<file path="config.mk">
export PLATFORM = sky130hd
export DESIGN_NAME = uart_cmd_ctrl
export DESIGN_NICKNAME = d
export VERILOG_FILES = /design/src/rtl/uart_cmd_ctrl.sv
export SDC_FILE = /design/constraint.sdc
export NUM_CORES = 1
export LEC_CHECK = 0
export CORE_AREA = 2 2 103 105
export CTS_BUF_LIST = sky130_fd_sc_hd__clkbuf_16
export DETAILED_ROUTE_END_ITERATION = 6
export DIE_AREA = 0 0 105 107
export MAX_ROUTING_LAYER = met4
export PLACE_DENSITY = 0.77
export SLEW_MARGIN = 20
export SYNTH_ARGS = -nofsm -noshare
export SYNTH_HDL_FRONTEND = slang
export SYNTH_SLANG_ARGS = --single-unit
</file>
<file path="constraint.sdc">
create_clock -name sys_clk -period 2.6 [get_ports sys_clk]
set_clock_uncertainty 0.2 [all_clocks]
set_input_delay 0.52 -clock sys_clk [delete_from_list [all_inputs] [get_ports sys_clk]]
set_output_delay 0.52 -clock sys_clk [all_outputs]
set_load 0.05 [all_outputs]
</file>
<file path="src/rtl/uart_cmd_ctrl.sv">
// Framed host-command sequencer behind uart_recv: HDR, OP, LEN, PAYLOAD[LEN] and optional CHK.
// Define UART_CMD_CHKSUM_EN to include the XOR checksum byte and its CHK state.
//
// state | meaning
// IDLE  | waiting for HDR_BYTE; all other bytes are ignored
// OP    | next byte is the opcode
// LEN   | next byte is the payload length (0..MAX_LEN)
// DATA  | collecting payload bytes
// CHK   | next byte must equal the running XOR (only with UART_CMD_CHKSUM_EN)
// HOLD  | command presented on cmd_*; waits for cmd_ready
module uart_cmd_ctrl #(
  parameter int unsigned CLK_FREQ      = 50_000_000,
  parameter int unsigned UART_BPS      = 115200,
  parameter logic [7:0]  HDR_BYTE      = 8'hA5,
  parameter int unsigned MAX_LEN       = 8,
  parameter int unsigned TIMEOUT_BYTES = 4
) (
  input  logic                 sys_clk,
  input  logic                 sys_rst,
  input  logic                 uart_done,
  input  logic [7:0]           uart_data,
  output logic                 cmd_valid,
  input  logic                 cmd_ready,
  output logic [7:0]           cmd_op,
  output logic [3:0]           cmd_len,
  output logic [8*MAX_LEN-1:0] cmd_payload,
  output logic                 busy,
  output logic                 err_pulse,
  output logic [2:0]           err_code
);

  localparam longint unsigned TMO_LIMIT =
    64'(TIMEOUT_BYTES) * 64'd10 * 64'(CLK_FREQ) / 64'(UART_BPS);
  localparam int TMR_W = $clog2(TMO_LIMIT + 1);
  localparam logic [TMR_W-1:0] TMR_LOAD = TMR_W'(TMO_LIMIT - 1);

  localparam logic [7:0] MAX_LEN_B = 8'(MAX_LEN);

  localparam logic [2:0] ERR_TMO = 3'd1;
  localparam logic [2:0] ERR_LEN = 3'd2;
`ifdef UART_CMD_CHKSUM_EN
  localparam logic [2:0] ERR_CHK = 3'd3;
`endif
  localparam logic [2:0] ERR_OVR = 3'd4;

  typedef enum logic [2:0] {
    S_IDLE,
    S_OP,
    S_LEN,
    S_DATA,
`ifdef UART_CMD_CHKSUM_EN
    S_CHK,
`endif
    S_HOLD
  } state_t;

  // State entered once the last payload byte (or a zero length) has been seen.
`ifdef UART_CMD_CHKSUM_EN
  localparam state_t S_TAIL = S_CHK;
`else
  localparam state_t S_TAIL = S_HOLD;
`endif

  state_t               state_q, state_d;
  logic [7:0]           op_q, op_d;
  logic [3:0]           len_q, len_d;
  logic [8*MAX_LEN-1:0] payload_q, payload_d;
  logic [3:0]           idx_q, idx_d;
  logic [TMR_W-1:0]     tmr_q, tmr_d;
  logic                 err_pulse_q, err_pulse_d;
  logic [2:0]           err_code_q, err_code_d;
  logic                 timed;
  logic                 expire;
`ifdef UART_CMD_CHKSUM_EN
  logic [7:0]           xor_q, xor_d;
`endif

  always_ff @(posedge sys_clk) begin
    if (sys_rst) begin
      state_q     <= S_IDLE;
      op_q        <= '0;
      len_q       <= '0;
      payload_q   <= '0;
      idx_q       <= '0;
      tmr_q       <= '0;
      err_pulse_q <= 1'b0;
      err_code_q  <= '0;
`ifdef UART_CMD_CHKSUM_EN
      xor_q       <= '0;
`endif
    end else begin
      state_q     <= state_d;
      op_q        <= op_d;
      len_q       <= len_d;
      payload_q   <= payload_d;
      idx_q       <= idx_d;
      tmr_q       <= tmr_d;
      err_pulse_q <= err_pulse_d;
      err_code_q  <= err_code_d;
`ifdef UART_CMD_CHKSUM_EN
      xor_q       <= xor_d;
`endif
    end
  end

  // Inter-byte timer: reloaded on every byte, terminal count at zero.
  assign timed  = (state_q != S_IDLE) && (state_q != S_HOLD);
  assign expire = timed && !uart_done && (tmr_q == '0);

  always_comb begin
    tmr_d = tmr_q;
    if (uart_done)
      tmr_d = TMR_LOAD;
    else if (timed && (tmr_q != '0))
      tmr_d = tmr_q - 1'b1;
  end

`ifdef UART_CMD_CHKSUM_EN
  always_comb begin
    xor_d = xor_q;
    if (uart_done) begin
      case (state_q)
        S_IDLE:                xor_d = '0;
        S_OP, S_LEN, S_DATA:   xor_d = xor_q ^ uart_data;
        default:               xor_d = xor_q;
      endcase
    end
  end
`endif

  always_comb begin
    state_d     = state_q;
    op_d        = op_q;
    len_d       = len_q;
    payload_d   = payload_q;
    idx_d       = idx_q;
    err_pulse_d = 1'b0;
    err_code_d  = err_code_q;

    case (state_q)
      S_IDLE: begin
        if (uart_done && (uart_data == HDR_BYTE)) begin
          op_d      = '0;
          len_d     = '0;
          payload_d = '0;
          state_d   = S_OP;
        end
      end
      S_OP: begin
        if (uart_done) begin
          op_d    = uart_data;
          state_d = S_LEN;
        end
      end
      S_LEN: begin
        if (uart_done) begin
          if (uart_data > MAX_LEN_B) begin
            err_pulse_d = 1'b1;
            err_code_d  = ERR_LEN;
            state_d     = S_IDLE;
          end else begin
            len_d   = uart_data[3:0];
            idx_d   = '0;
            state_d = (uart_data == 8'd0) ? S_TAIL : S_DATA;
          end
        end
      end
      S_DATA: begin
        if (uart_done) begin
          for (int i = 0; i < int'(MAX_LEN); i++)
            if (idx_q == 4'(i))
              payload_d[8*i +: 8] = uart_data;
          idx_d = idx_q + 4'd1;
          if (idx_q == (len_q - 4'd1))
            state_d = S_TAIL;
        end
      end
`ifdef UART_CMD_CHKSUM_EN
      S_CHK: begin
        if (uart_done) begin
          if (uart_data == xor_q) begin
            state_d = S_HOLD;
          end else begin
            err_pulse_d = 1'b1;
            err_code_d  = ERR_CHK;
            state_d     = S_IDLE;
          end
        end
      end
`endif
      S_HOLD: begin
        if (uart_done) begin
          err_pulse_d = 1'b1;
          err_code_d  = ERR_OVR;
        end
        if (cmd_ready)
          state_d = S_IDLE;
      end
      default: state_d = S_IDLE;
    endcase

    if (expire) begin
      err_pulse_d = 1'b1;
      err_code_d  = ERR_TMO;
      state_d     = S_IDLE;
    end
  end

  assign cmd_valid   = (state_q == S_HOLD);
  assign busy        = (state_q != S_IDLE);
  assign cmd_op      = op_q;
  assign cmd_len     = len_q;
  assign cmd_payload = payload_q;
  assign err_pulse   = err_pulse_q;
  assign err_code    = err_code_q;

endmodule

</file>
# == Yosys cells after proc, flatten, opt, wreduce, memory -nomap -nowiden ==
# Index checks and enable logic that the tools add are counted.
# op_classes
n_addsub,3
magnitude_cmp,1
n_eq_ne,34
muxes,43
reduce_logical,35
# op_table
cell,n
2-to-1 mux 64 bit,2
case mux 64 bit (2 select lines),1
2-to-1 mux 8 bit,10
AND reduction 4 bit,12
2-to-1 mux 3 bit,11
inequality test 2 bit (second input constant),16
2-to-1 mux 15 bit,2
2-to-1 mux 4 bit,6
equality test 4 x 3 -> 1 bit (second input constant),4
case mux 4 bit (2 select lines),2
case mux 8 bit (2 select lines),1
logical NOT 15 bit,1
case mux 3 bit (5 select lines),1
nonzero test 15 bit,1
subtractor 15 x 1 -> 15 bit (second input constant),1
nonzero test 2 bit,6
inequality test 3 bit (second input constant),3
equality test 4 x 2 -> 1 bit (second input constant),2
equality test 8 bit (second input constant),1
greater-than comparator 8 x 4 -> 1 bit (second input constant),1
logical NOT 8 bit,1
equality test 3 x 2 -> 1 bit (second input constant),2
case mux 3 bit (2 select lines),1
AND reduction 6 bit,1
17 further kinds,27
# totals
ff_bits,102
input_bits,12
output_inout_bits,82
word_cells,133

# == Longest topological paths before layout ==
# logic_depth
depth_word,6
mapped_depth,7
depth_no_buf,7

# == Least setup slack after synthesis ==
# OpenSTA, ideal clock, no wires.
# synth_timing
path_kind,register to register
start,register state_q[1]
end,register payload_q[32] (netlist: cmd_payload[32])
setup_ns,0.136
t_arrival_ns,1.935
required_time_ns,2.264
setup_slack_ns,0.329
stages_incl_launch_ff,7
n_path_buf,1
period_less_slack_ns,2.271
cell_sequence,dfxtp_1 > or3_1 > clkbuf_1 > a31oi_2 > a21oi_1 > o21ai_2 > mux2i_1
# synth_between
elab_chain_len,3
word_cells_on_any_way,8
cone_classes,eq/ne (4); mux (1); reduce/logical (3)
# synth_rtl
element,line,source
"start, declared",64,"state_t state_q, state_d;"
"start signal, assigned",92,state_q <= state_d;
equality test 3 x 2 -> 1 bit or logical NOT 3 bit (tied branches),140,case (state_q)
inequality test 2 bit (no source line) or nonzero test 2 bit (tied branches),--,
AND reduction 4 bit (no source line),--,
"end signal, assigned",95,payload_q <= payload_d;
"end, declared",67,"logic [8*MAX_LEN-1:0] payload_q, payload_d;"
# Several ways; a longest one is shown, not always the timed one.
# A chain may end at the register's enable or synchronous reset.

# == Worst setup path after layout ==
# layout_timing
start,register state_q[1]
end,output cmd_valid
# layout_between
elab_chain_len,1
# layout_rtl
element,line,source
equality test 3 bit,209,assign cmd_valid = (state_q == S_HOLD);
"end, declared",22,"output logic cmd_valid,"
# No other way between the ends.

==> results.toml <==
[status]
run_status = "completed"

[drt]
detail_route.drc_violations = 0
drt-total-wl_um = 12230
drt.antenna.violating_nets = 0
detailedRoute.firstIterationViolations = 239
route.vias.total = 3943
detail_route.vias_per_cell = 5.416
dr.pass1.iters = 5
drt-wirelength-per-cell_um = 16.80

[power]
power_density_mw_per_mm2 = 788.4
p_total_mw = 4.723
irDropWorstVdd_v = 0.0004227
static-leakage-power_nw = 2.286

[sta]
setup_total_negative_slack_ns = 0
rsz0062_at_grt = "no"
hold_viol = 0
crit_share_post_route = 0.9277
worst_slew_margin_rel = 0.5680
final_critical_path_setup_slack_ns = 0.1880
tightestPinTransition_ns = 0.6480
fmax_mhz = 414.6
setup_viol_count_final = 0
report.final.slew_viol_count = 0
timing.final.crit_period_ns = 2.412

[global_routing]
grt_overflow_total = 0
antenna_found_initial = 0
wire_length_of_the_first_global_routing_pass_um = 19780
first_global_vias = 3898
aggregate_global_route_resource_usage = 0.2266
grt_start_max_net_pins = 66

[synthesis]
synth_most_common_cell = "sky130_fd_sc_hd__dfxtp_1"
combined_area_of_all_synthesized_cells_mm2 = 0.004456
post_synth_num_cell_types = 56
avgSynthCellArea_um2 = 9.341
seq_area_frac_synth = 0.4583
ys_seq_elements = 102
netlist_top_cells_area = "sky130_fd_sc_hd__dfxtp_1 (46%), sky130_fd_sc_hd__mux2i_1 (15%), sky130_fd_sc_hd__nand2_1 (7.5%)"
net_count_after_synthesis = 496
synth_area_leader_cell = "sky130_fd_sc_hd__dfxtp_1"
synth-edff-count = 0
synthesis.yosys.warnings = 0
syn-instance-count = 477
postSynth.asyncResetShare = 0
synth_top_area_share = 0.4583
synth_ff_type = "sky130_fd_sc_hd__dfxtp_1"
synth.top_cells.by_count = "sky130_fd_sc_hd__dfxtp_1 (102), sky130_fd_sc_hd__nand2_1 (89), sky130_fd_sc_hd__mux2i_1 (65), sky130_fd_sc_hd__a21oi_1 (27), sky130_fd_sc_hd__nor2_1 (26)"

[clock_network]
cts.htree.levels = 3
cts_root_buffer = "sky130_fd_sc_hd__clkbuf_16"
cts_num_sinks = 102
cts.path.max_buffers = 2
cts_setup_buffers = 0
worst_skew_pair.late_latency_ns = 0.35
tritoncts = "built"
tritoncts.num_buffers = 9
clk_pin_slew_worst_paths_ns = 0.08

[worst_setup_path]
worst_setup_path_start_kind = "flop"
worst_reg2reg_startpoint = "state_q[1]$_SDFFE_PP0P_"
crit-reg2reg-capture = "cmd_payload[62]$_SDFFE_PP0P_"
worst-endpoint-required_ns = 1.88
path_class = "reg -> out"
critical_path.top_delay_family = "simple AND/OR/NAND/NOR gates"
reg2regPathDepth = 4
critical_path_buf_inv_count = 1
worst_path_largest_cell_delay_ns = 0.46
worstPathArrival_ns = 1.69
crit_path_end_kind = "output port"
path_max_fanout = 11
cpMaxStageDelayCell = "sky130_fd_sc_hd__nor2_1"
critical_path.cell_chain = "nor2_1, and2_1, buf_12"
reg2reg_slack_ns = 0.26

[place]
post-place-ws_ns = -0.2082
dp.cells = 712
gp_congestion = 0.8759
numPortBuffers = 93
hpwl_dp_um = 8676

[floorplan]
row_count = 37
die_ar_mm2 = 0.01124
die_height_um = 107
core_mm2 = 0.01009
die_w_um = 105
ios = 94
effective_utilization_at_floorplan = 0.4415

[min_path]
worst_hold_startpoint = "cmd_op[5]$_SDFFE_PP0P_"
hold_path_depth = 2
min_to = "cmd_op[5]$_SDFFE_PP0P_"
min_path_type = "reg -> reg"

[finish]
synthToLayoutAreaGrowth_pct = 34.46
fillers = 885
n_antenna_cell = 0
layoutNonFillerInstCount = 728
finalNetCount = 606
layout-drive-gt1-share = 0.1081

[run]
maxCapViolations = 0
## cell families after synthesis
logic type / count (synthesis) / share of synthesized area
AND/OR/NAND/NOR: 192 / 0.2235
flip-flops: 102 / 0.4583
AO/OA/AOI/OAI: 74 / 0.1104
multiplexers: 65 / 0.1460
buffers and inverters: 28 / 0.02443
XOR/XNOR: 9 / 0.01769
adder cells (fa/ha/maj): 7 / 0.01966
## through the flow
step	instance area (µm²)	hold WS [ns]	util
2_1_floorplan	4456	0.2461	-
3_3_place_gp	5677	0.2416	0.5625
3_5_place_dp	5677	0.2458	0.5625
4_1_cts	5987	0.2600	0.5932
5_1_grt	5991	0.2752	0.5936
6_report	5991	0.2556	0.5936
## flip-flops by register name, summed over array words and instances, names as in the netlist
signal / count
cmd_len: 4
cmd_op: 8
cmd_payload: 64
err_code: 3
err_pulse: 1
idx_q: 4
state_q: 3
tmr_q: 15
## what timing repair did
action	CTS	global route
resized for setup	0	1
hold buffers	0	0
endpoints found under the setup margin	0	1
## placed cells by master, fill, tap and decap left out, types with 3 or more instances in the layout
cell type                         instances
sky130_fd_sc_hd__nor2_1                  26
sky130_fd_sc_hd__nor3_1                  12
sky130_fd_sc_hd__o31ai_1                  4
sky130_fd_sc_hd__nand3b_1                 3
sky130_fd_sc_hd__nor2_4                   4
sky130_fd_sc_hd__a21oi_1                 26
sky130_fd_sc_hd__buf_4                   26
sky130_fd_sc_hd__or4_1                    5
sky130_fd_sc_hd__clkinv_8                 3
sky130_fd_sc_hd__nand2b_1                 3
sky130_fd_sc_hd__nand3_1                 12
sky130_fd_sc_hd__xnor2_1                  4
sky130_fd_sc_hd__a22oi_1                  4
sky130_fd_sc_hd__a31oi_1                  7
sky130_fd_sc_hd__o21a_1                   3
sky130_fd_sc_hd__ha_1                     7
sky130_fd_sc_hd__o21ai_0                  7
sky130_fd_sc_hd__mux2i_1                 65
sky130_fd_sc_hd__clkdlybuf4s50_1         91
sky130_fd_sc_hd__dfxtp_1                102
sky130_fd_sc_hd__clkbuf_16                9
sky130_fd_sc_hd__inv_1                    7
sky130_fd_sc_hd__or3_1                    5
sky130_fd_sc_hd__o21ai_2                  5
sky130_fd_sc_hd__nand2_1                 89
sky130_fd_sc_hd__xor2_1                   5
sky130_fd_sc_hd__and3_1                   5
sky130_fd_sc_hd__and2_1                   3
## how the worst max path moves through the flow
| stage | startpoint | endpoint | slack, ns | cells past startpoint |
|---|---|---|---|---|
| finish | state_q[1]$_SDFFE_PP0P_ | cmd_valid | 0.19 | 3 |
| global route | state_q[1]$_SDFFE_PP0P_ | cmd_payload[21]$_SDFFE_PP0P_ | 0.09 | 4 |
| CTS | uart_data[0] | cmd_payload[63]$_SDFFE_PP0P_ | 0.17 | 6 |
| detailed placement | uart_data[0] | cmd_payload[63]$_SDFFE_PP0P_ | -0.21 | 6 |
| global placement | uart_data[0] | cmd_payload[38]$_SDFFE_PP0P_ | -0.13 | 6 |
| floorplan | state_q[1]$_SDFFE_PP0P_ | cmd_payload[32]$_SDFFE_PP0P_ | 0.33 | 6 |
## metal layers
metal / routed length, µm / track usage / up-vias
met2: 5840 / 0.3567 / 128
met4: 340 / 0.09619 / 0
met3: 605 / 0.05046 / 27
li1: - / - / 1907
met5: 0 / - / -
met1: 5441 / 0.2821 / 1881
## power by group
group          switching [mW]  internal (mW)
sequential             0.0878           1.63
clock                   0.678          0.688
combinational           0.972          0.663
total                    1.74           2.99
## area by class of cell
cell class | instances | area [µm²] | area share
multi-input combinational | 347 | 2308 | 0.3853
tap | 136 | 170.2 | 0.02840
sequential | 102 | 2042 | 0.3409
clock buffer | 9 | 225.2 | 0.03759
inverter | 9 | 33.78 | 0.005639
clock inverter | 7 | 85.08 | 0.01420
timing repair buffer | 118 | 1126 | 0.1880
## worst reg2reg max path: stages, from the launching register on
cell and delay, ns:
sky130_fd_sc_hd__dfxtp_1 0.54, sky130_fd_sc_hd__nand3b_1 0.31, sky130_fd_sc_hd__nor2_1 0.50, sky130_fd_sc_hd__nand2_1 0.46, sky130_fd_sc_hd__mux2i_1 0.26
No activity file was read; power rests on OpenSTA's default activity.
